File: src/rtl/dec_issue_ctrl_pkg.sv
// Shared types and constants for the decode/issue controller.
package dec_issue_ctrl_pkg;
  localparam int XLEN = 32;
  localparam logic [XLEN-1:0] NOP_INSTR = 32'h0000_0013;

  typedef enum logic {RUN, TRAP_WAIT} dec_ctrl_state_e;

  typedef struct packed {
    logic [XLEN-1:0] instr;
    logic [XLEN-1:0] pc;
  } ifq_entry_t;
endpackage

File: src/rtl/dec_issue_ctrl_ifq.sv
// dec_ifq: small instruction FIFO with flush; pointers carry an extra wrap bit.
module dec_ifq
  import dec_issue_ctrl_pkg::*;
#(
  parameter int DEPTH = 2
) (
  input  logic       clk,
  input  logic       reset_n,
  input  logic       push,
  input  logic       pop,
  input  logic       flush,
  input  ifq_entry_t push_data,
  output ifq_entry_t head,
  output logic       empty,
  output logic       full
);
  localparam int PW = $clog2(DEPTH);

  logic [PW:0] wr_ptr_q, wr_ptr_d, rd_ptr_q, rd_ptr_d;
  ifq_entry_t  mem_q [DEPTH];
  ifq_entry_t  mem_d [DEPTH];

  assign empty = (wr_ptr_q == rd_ptr_q);
  assign full  = (wr_ptr_q[PW-1:0] == rd_ptr_q[PW-1:0]) && (wr_ptr_q[PW] != rd_ptr_q[PW]);
  assign head  = mem_q[rd_ptr_q[PW-1:0]];

  always_comb begin
    wr_ptr_d = wr_ptr_q;
    rd_ptr_d = rd_ptr_q;
    mem_d    = mem_q;
    if (flush) begin
      wr_ptr_d = '0;
      rd_ptr_d = '0;
    end else begin
      if (push && !full) begin
        mem_d[wr_ptr_q[PW-1:0]] = push_data;
        wr_ptr_d = wr_ptr_q + 1'b1;
      end
      if (pop && !empty) rd_ptr_d = rd_ptr_q + 1'b1;
    end
  end

  always_ff @(posedge clk or negedge reset_n) begin
    if (!reset_n) begin
      wr_ptr_q <= '0;
      rd_ptr_q <= '0;
    end else begin
      wr_ptr_q <= wr_ptr_d;
      rd_ptr_q <= rd_ptr_d;
    end
  end

  // Storage needs no reset: contents are only visible while !empty.
  always_ff @(posedge clk) mem_q <= mem_d;
endmodule

File: src/rtl/dec_issue_ctrl.sv
// Decode-stage sequencer: fetch queue, register scoreboard, hazard stall, illegal trap FSM.
// Optional performance counters are enabled with DEC_PERF_CNT_EN.
module dec_issue_ctrl
  import dec_issue_ctrl_pkg::*;
#(
  parameter int QUEUE_DEPTH = 2,
  parameter int NB_REGS     = 32
) (
  input  logic            clk,
  input  logic            reset_n,
  input  logic            if_valid_i,
  output logic            if_ready_o,
  input  logic [XLEN-1:0] if_instr_i,
  input  logic [XLEN-1:0] if_pc_i,
  output logic [XLEN-1:0] dec_instr_o,
  output logic [XLEN-1:0] dec_pc_o,
  input  logic            dec_illegal_i,
  input  logic            dec_rd_v_i,
  input  logic [4:0]      dec_rd_i,
  input  logic            dec_rs1_v_i,
  input  logic [4:0]      dec_rs1_i,
  input  logic            dec_rs2_v_i,
  input  logic [4:0]      dec_rs2_i,
  output logic            issue_valid_o,
  input  logic            issue_ready_i,
  output logic [XLEN-1:0] issue_pc_o,
  input  logic            wb_valid_i,
  input  logic [4:0]      wb_rd_i,
  output logic            exc_valid_o,
  input  logic            exc_ready_i,
  output logic [XLEN-1:0] exc_pc_o,
  output logic [XLEN-1:0] exc_tval_o,
`ifdef DEC_PERF_CNT_EN
  output logic [XLEN-1:0] perf_issue_cnt_o,
  output logic [XLEN-1:0] perf_hazard_cnt_o,
`endif
  input  logic            flush_i
);
  dec_ctrl_state_e    state_q, state_d;
  logic [NB_REGS-1:0] busy_q, busy_d;
  ifq_entry_t         head, push_data;
  logic               empty, full, push, fire, hazard, run;

  assign push_data = '{instr: if_instr_i, pc: if_pc_i};

  dec_ifq #(.DEPTH(QUEUE_DEPTH)) u_ifq (
    .clk      (clk),
    .reset_n  (reset_n),
    .push     (push),
    .pop      (fire),
    .flush    (flush_i),
    .push_data(push_data),
    .head     (head),
    .empty    (empty),
    .full     (full)
  );

  assign run         = (state_q == RUN);
  assign dec_instr_o = empty ? NOP_INSTR : head.instr;
  assign dec_pc_o    = empty ? '0 : head.pc;
  assign issue_pc_o  = dec_pc_o;

  assign hazard = (dec_rs1_v_i && (dec_rs1_i != '0) && busy_q[dec_rs1_i])
               || (dec_rs2_v_i && (dec_rs2_i != '0) && busy_q[dec_rs2_i])
               || (dec_rd_v_i  && (dec_rd_i  != '0) && busy_q[dec_rd_i]);

  // reset_n gate keeps the ready low while the block is held in reset.
  assign if_ready_o    = reset_n && !full && run && !flush_i;
  assign push          = if_valid_i && if_ready_o;
  assign issue_valid_o = !empty && run && !hazard && !dec_illegal_i && !flush_i;
  assign fire          = issue_valid_o && issue_ready_i;
  assign exc_valid_o   = !empty && run && dec_illegal_i && !flush_i;
  assign exc_pc_o      = exc_valid_o ? head.pc    : '0;
  assign exc_tval_o    = exc_valid_o ? head.instr : '0;

  always_comb begin
    state_d = state_q;
    if (flush_i)                         state_d = RUN;
    else if (exc_valid_o && exc_ready_i) state_d = TRAP_WAIT;
  end

  // Clear before set so an issue claiming the retiring register keeps it busy.
  always_comb begin
    busy_d = busy_q;
    if (wb_valid_i && (wb_rd_i != '0))          busy_d[wb_rd_i]  = 1'b0;
    if (fire && dec_rd_v_i && (dec_rd_i != '0)) busy_d[dec_rd_i] = 1'b1;
    busy_d[0] = 1'b0;
  end

  always_ff @(posedge clk or negedge reset_n) begin
    if (!reset_n) begin
      state_q <= RUN;
      busy_q  <= '0;
    end else begin
      state_q <= state_d;
      busy_q  <= busy_d;
    end
  end

`ifdef DEC_PERF_CNT_EN
  logic [XLEN-1:0] perf_issue_cnt_q, perf_issue_cnt_d;
  logic [XLEN-1:0] perf_hazard_cnt_q, perf_hazard_cnt_d;

  always_comb begin
    perf_issue_cnt_d  = perf_issue_cnt_q  + {{(XLEN-1){1'b0}}, fire};
    perf_hazard_cnt_d = perf_hazard_cnt_q + {{(XLEN-1){1'b0}}, (!empty && run && hazard)};
  end

  always_ff @(posedge clk or negedge reset_n) begin
    if (!reset_n) begin
      perf_issue_cnt_q  <= '0;
      perf_hazard_cnt_q <= '0;
    end else begin
      perf_issue_cnt_q  <= perf_issue_cnt_d;
      perf_hazard_cnt_q <= perf_hazard_cnt_d;
    end
  end

  assign perf_issue_cnt_o  = perf_issue_cnt_q;
  assign perf_hazard_cnt_o = perf_hazard_cnt_q;
`endif
endmodule

File: config.mk
export PLATFORM = sky130hd
export DESIGN_NAME = dec_issue_ctrl
export DESIGN_NICKNAME = d
export VERILOG_FILES = /design/src/rtl/dec_issue_ctrl_pkg.sv /design/src/rtl/dec_issue_ctrl_ifq.sv /design/src/rtl/dec_issue_ctrl.sv
export SDC_FILE = /design/constraint.sdc
export NUM_CORES = 1
export LEC_CHECK = 0
export CORE_MARGIN = 2
export CORE_UTILIZATION = 42
export DETAILED_ROUTE_END_ITERATION = 8
export GPL_ROUTABILITY_DRIVEN = 0
export GPL_TIMING_DRIVEN = 0
export PLACE_DENSITY = 0.76
export SLEW_MARGIN = 30
export SYNTH_ARGS = -nofsm -noshare
export SYNTH_HDL_FRONTEND = slang
export SYNTH_SLANG_ARGS = --single-unit
File: constraint.sdc
create_clock -name clk -period 3.9 [get_ports clk]
set_input_delay 0.78 -clock clk [delete_from_list [all_inputs] [get_ports clk]]
set_output_delay 0.78 -clock clk [all_outputs]
set_load 0.01 [all_outputs]
==> run summary <==
The tools report the element type at the critical path start as a primary input. In this run, CTS created clock tree buffers numbering 17. By startpoint and endpoint, the worst setup path is classified as primary input to output pin. The share of Yosys cell area claimed by the top area cell type works out to 0.479. Counting both buffers and inverters, the worst setup path holds a total of 3.

For the final hold violation count, the log shows 0. sky130_fd_sc_hd__nor2_1 is the most common cell in the netlist. The layer carrying the most global-route usage is met2. The met1 usage was 0.293; the cell area after placement was 11,000 um2.

Once detail routing completed, the nets flagged for antenna violations numbered 0. The tool flagged a number of max-cap violations equal to 0. After synthesis, the cell types taking the most area are sky130_fd_sc_hd__edfxtp_1 (48%), sky130_fd_sc_hd__dfrtp_1 (11%), sky130_fd_sc_hd__mux2i_1 (10%), sky130_fd_sc_hd__nor2_1 (6.7%), sky130_fd_sc_hd__buf_4 (3.1%). For the worst-skew pair, the clock arrives at the later sink with an insertion delay of 0.43 ns. Setup violations remaining at the end of the flow were counted as 0.

The fraction of power consumed by the clock network was 0.397. In this run the worst hold path is classified as primary input to async pin. Port buffering added 251 buffers. After detailed routing, the average wire length per cell comes to 19.7 um. The proportion of total power due to net switching was 0.256.

The die width is 142 um. The internal power of the cells totals 3.07 mW. The finished layout holds 1,178 standard cells, fillers aside. At the worst endpoint, the arrival time is 3.09 ns. Post-synthesis async set-or-reset flop share: 0.220.

The layout cell share with drive strength beyond 1 is 0.151, and the filler cell count in the final layout is 1,498. Compared with the post-synthesis result, the final layout area differs by 45.6%. The logs give 0 for the DRC violations left and 0 for the final-report max-slew violation count.

The logs give 0.429 for the initial standard-cell utilization of the core and 0.625 for the end-of-flow core utilization. The clock net in this run drives a total of 164 sinks. The clock transition at the registers of the reported paths was 0.07 ns; the register share of total power was 0.469. The run finished with clean final reports. The maximum buffer depth of the clock tree came out at 2.

The cell sitting at the root of the clock tree is a sky130_fd_sc_hd__clkbuf_16. Of all nets on the critical path, the largest fanout is 10. Synthesis produced 652 cells.

The maximum number of pins on one net before global-route repair was 35; the post-synth design cell area was 8020 um2. The first global-routing pass estimated 34,200 um of wire. The number of enable-type register cells in the synthesized netlist is 128. The worst slew margin relative to its limit was 0.493.

The commonest cells after synthesis are sky130_fd_sc_hd__nor2_1 (143), sky130_fd_sc_hd__edfxtp_1 (128), sky130_fd_sc_hd__mux2i_1 (84), sky130_fd_sc_hd__o21ai_0 (37), sky130_fd_sc_hd__dfrtp_1 (36). Overall power consumption after layout is estimated at 4.12 mW. The critical path goes through clkbuf_2 -> clkbuf_8 -> mux4_1 -> a211oi_1 -> a21oi_1 -> a2bb2oi_4 -> and2_2 -> clkdlybuf4s50_1. The floorplan step defined a die boundary enclosing 20,200 um2.

The logs give 0.0511 for the met3 track demand over resource and 1.06 mW for the net load switching power. In the routed layout, each cell is associated on average with a via count of 5.37. The main flop type after synthesis is sky130_fd_sc_hd__edfxtp_1.

The logs give 11,700 um2 for the total non-filler cell area in the finished layout and 747 for the post-synthesis net count. Counting tap cells, the placed design contains a total of 1,142 instances. Across all hold checks on the routed design, the worst slack comes to 0.282 ns. Summing all flip-flop and latch instances after layout gives 4740 um2. In the final layout, the multi-input gates occupy 2880 um2. The run gives 0.378 as the met2 track demand over resource. Reported leakage power: 4.20 nW.

Synthesis inferred 164 register bits. STA classifies the critical path endpoint as an output pin. The routed design has 23,200 um of wire.

The clock skew after layout came out at 0.00892 ns. For this run, the post-layout net count is 1,026. 0 antenna diodes ended up in the layout.

TritonCTS built the clock tree. The final route contains 6,324 vias. Number of distinct standard cells referenced by the synthesized netlist: 54. Setup repair after global routing could not meet its margin everywhere.

The tools report the largest vdd supply drop as 310 uV. The global-route usage over all layers is 0.227, and the count of yosys warnings during synthesis is 0. The logs give 4 for the H-tree level count and 395 for the initial DRC count. The number of antenna violations at the first check in global routing was 1; the area of the core region was 18,700 um2. The tools report the sequential-to-total area share from yosys stat as 0.591. The total overflow left after global routing is 0.

Summed over all nets, the half-perimeter wirelength after detailed placement is 16,900 um. The slew at the pin closest to its max-slew limit is 0.760 ns, and the number of iterations in the first detailed-routing pass is 4. The logs give 6,218 for the via count of the first global-routing pass and 258 MHz for the highest attainable clock frequency. 258 I/O pins were placed.

The mean cell area of the mapped netlist was 12.3 um2; the final cycle utilization of the critical path was 0.993. The final period demand of the worst path came out at 3.87 ns. Endpoint required time on the critical path: 3.12 ns. Power share of the combinational group: 0.134. Summed over all instances, the cell type with the most area after synthesis is sky130_fd_sc_hd__edfxtp_1. The critical path's largest stage delay is 0.62 ns, and the power density normalized to cell area is 353 nW/um2.

Cell with the biggest individual delay on the critical path: sky130_fd_sc_hd__mux4_1. Cell class contributing the biggest share of worst-path delay: buffers and inverters. The die is 142 um tall. The floorplan has 50 rows.
-- metrics by stage --
| stage | worst slack [ns] | TNS, ns |
|---|---|---|
| 2_1_floorplan | 0.249 | 0 |
| 3_3_place_gp | -2.31 | -284.70 |
| 3_5_place_dp | -0.755 | -0.755 |
| 4_1_cts | -0.289 | -0.289 |
| 5_1_grt | -0.0581 | -0.0581 |
| 6_report | 0.0267 | 0 |
-- worst reg2reg max path: cells and delay by family (launching register included) --
family | cells | cell delay (ns)
buf+inv | 1 | 0.16
flops | 1 | 0.43
simple gates | 2 | 0.69
mux | 2 | 0.83
compound gates | 2 | 0.46
-- layout make-up --
type,count,area share
Buffer,72,0.0420
Sequential cell,164,0.406
Multi-Input combinational cell,410,0.246
Timing Repair Buffer,261,0.229
Inverter,5,0.00161
Clock inverter,15,0.0133
Tap cell,234,0.0251
Clock buffer,17,0.0364
-- placed cells by master (no fill, tap or decap), types with 14 or more instances in the layout --
cell and instances:
sky130_fd_sc_hd__nand2_1 18, sky130_fd_sc_hd__clkbuf_16 17, sky130_fd_sc_hd__dfrtp_1 36, sky130_fd_sc_hd__edfxtp_1 128
sky130_fd_sc_hd__mux2i_1 83, sky130_fd_sc_hd__o31ai_1 23, sky130_fd_sc_hd__clkbuf_1 14, sky130_fd_sc_hd__clkdlybuf4s50_1 245
sky130_fd_sc_hd__nor2_1 141, sky130_fd_sc_hd__o21ai_0 35, sky130_fd_sc_hd__buf_4 38
-- what timing repair did --
| item | 4_1_cts | 5_1_grt |
|---|---|---|
| resized for setup | 17 | 41 |
| hold buffers | 0 | 0 |
| setup buffers | 1 | 3 |
| endpoints found under the hold margin | 0 | 0 |
| endpoints found under the setup margin | 88 | 25 |
| pin swaps | 1 | 5 |
| gates cloned | 0 | 1 |
-- state kept, by name, indices dropped and copies added, names as in the netlist --
name,cells
state_q,1
busy_q,31
u_ifq.wr_ptr_q,2
u_ifq.rd_ptr_q,2
u_ifq.mem_q,128
-- power by group through the flow --
stage	sequential, mW	combinational (mW)	clock, mW
2_1_floorplan	1.97	0.228	0
3_3_place_gp	1.97	0.518	0
3_5_place_dp	1.97	0.538	0
4_1_cts	1.93	0.545	1.66
5_1_grt	1.94	0.591	1.73
6_report	1.93	0.552	1.64
-- kinds of logic (layout without fill, tap and decap cells) --
| kind of cell | after synthesis | in the layout | share of synthesized area |
|---|---|---|---|
| XOR/XNOR | 5 | 5 | 0.00546 |
| flip-flops | 164 | 164 | 0.591 |
| AO/OA/AOI/OAI | 96 | 96 | 0.0876 |
| AND/OR/NAND/NOR | 210 | 210 | 0.117 |
| buffers and inverters | 78 | 370 | 0.0569 |
| multiplexers | 99 | 99 | 0.142 |
-- metal layers --
layer  share of wire  vias to the layer above
met1            0.42                     3066
met3           0.068                       38
met2            0.49                      279
met5         0.00065                        -
met4           0.022                        2
li1                -                     2939
-- final timing paths --
path	start	end	slack (ns)	cells past startpoint
min reg2reg	state_q	state_q	0.53	2
max	dec_rs2_i[0]	issue_valid_o	0.03	8
max in group asynchronous	reset_n	u_ifq.rd_ptr_q[0]	3.16	2
min	reset_n	busy_q[5]	0.28	1
max reg2reg	busy_q[14]	u_ifq.rd_ptr_q[1]	1.21	7
min in group clk	state_q	state_q	0.53	2
No activity file was read; power rests on OpenSTA's default activity.
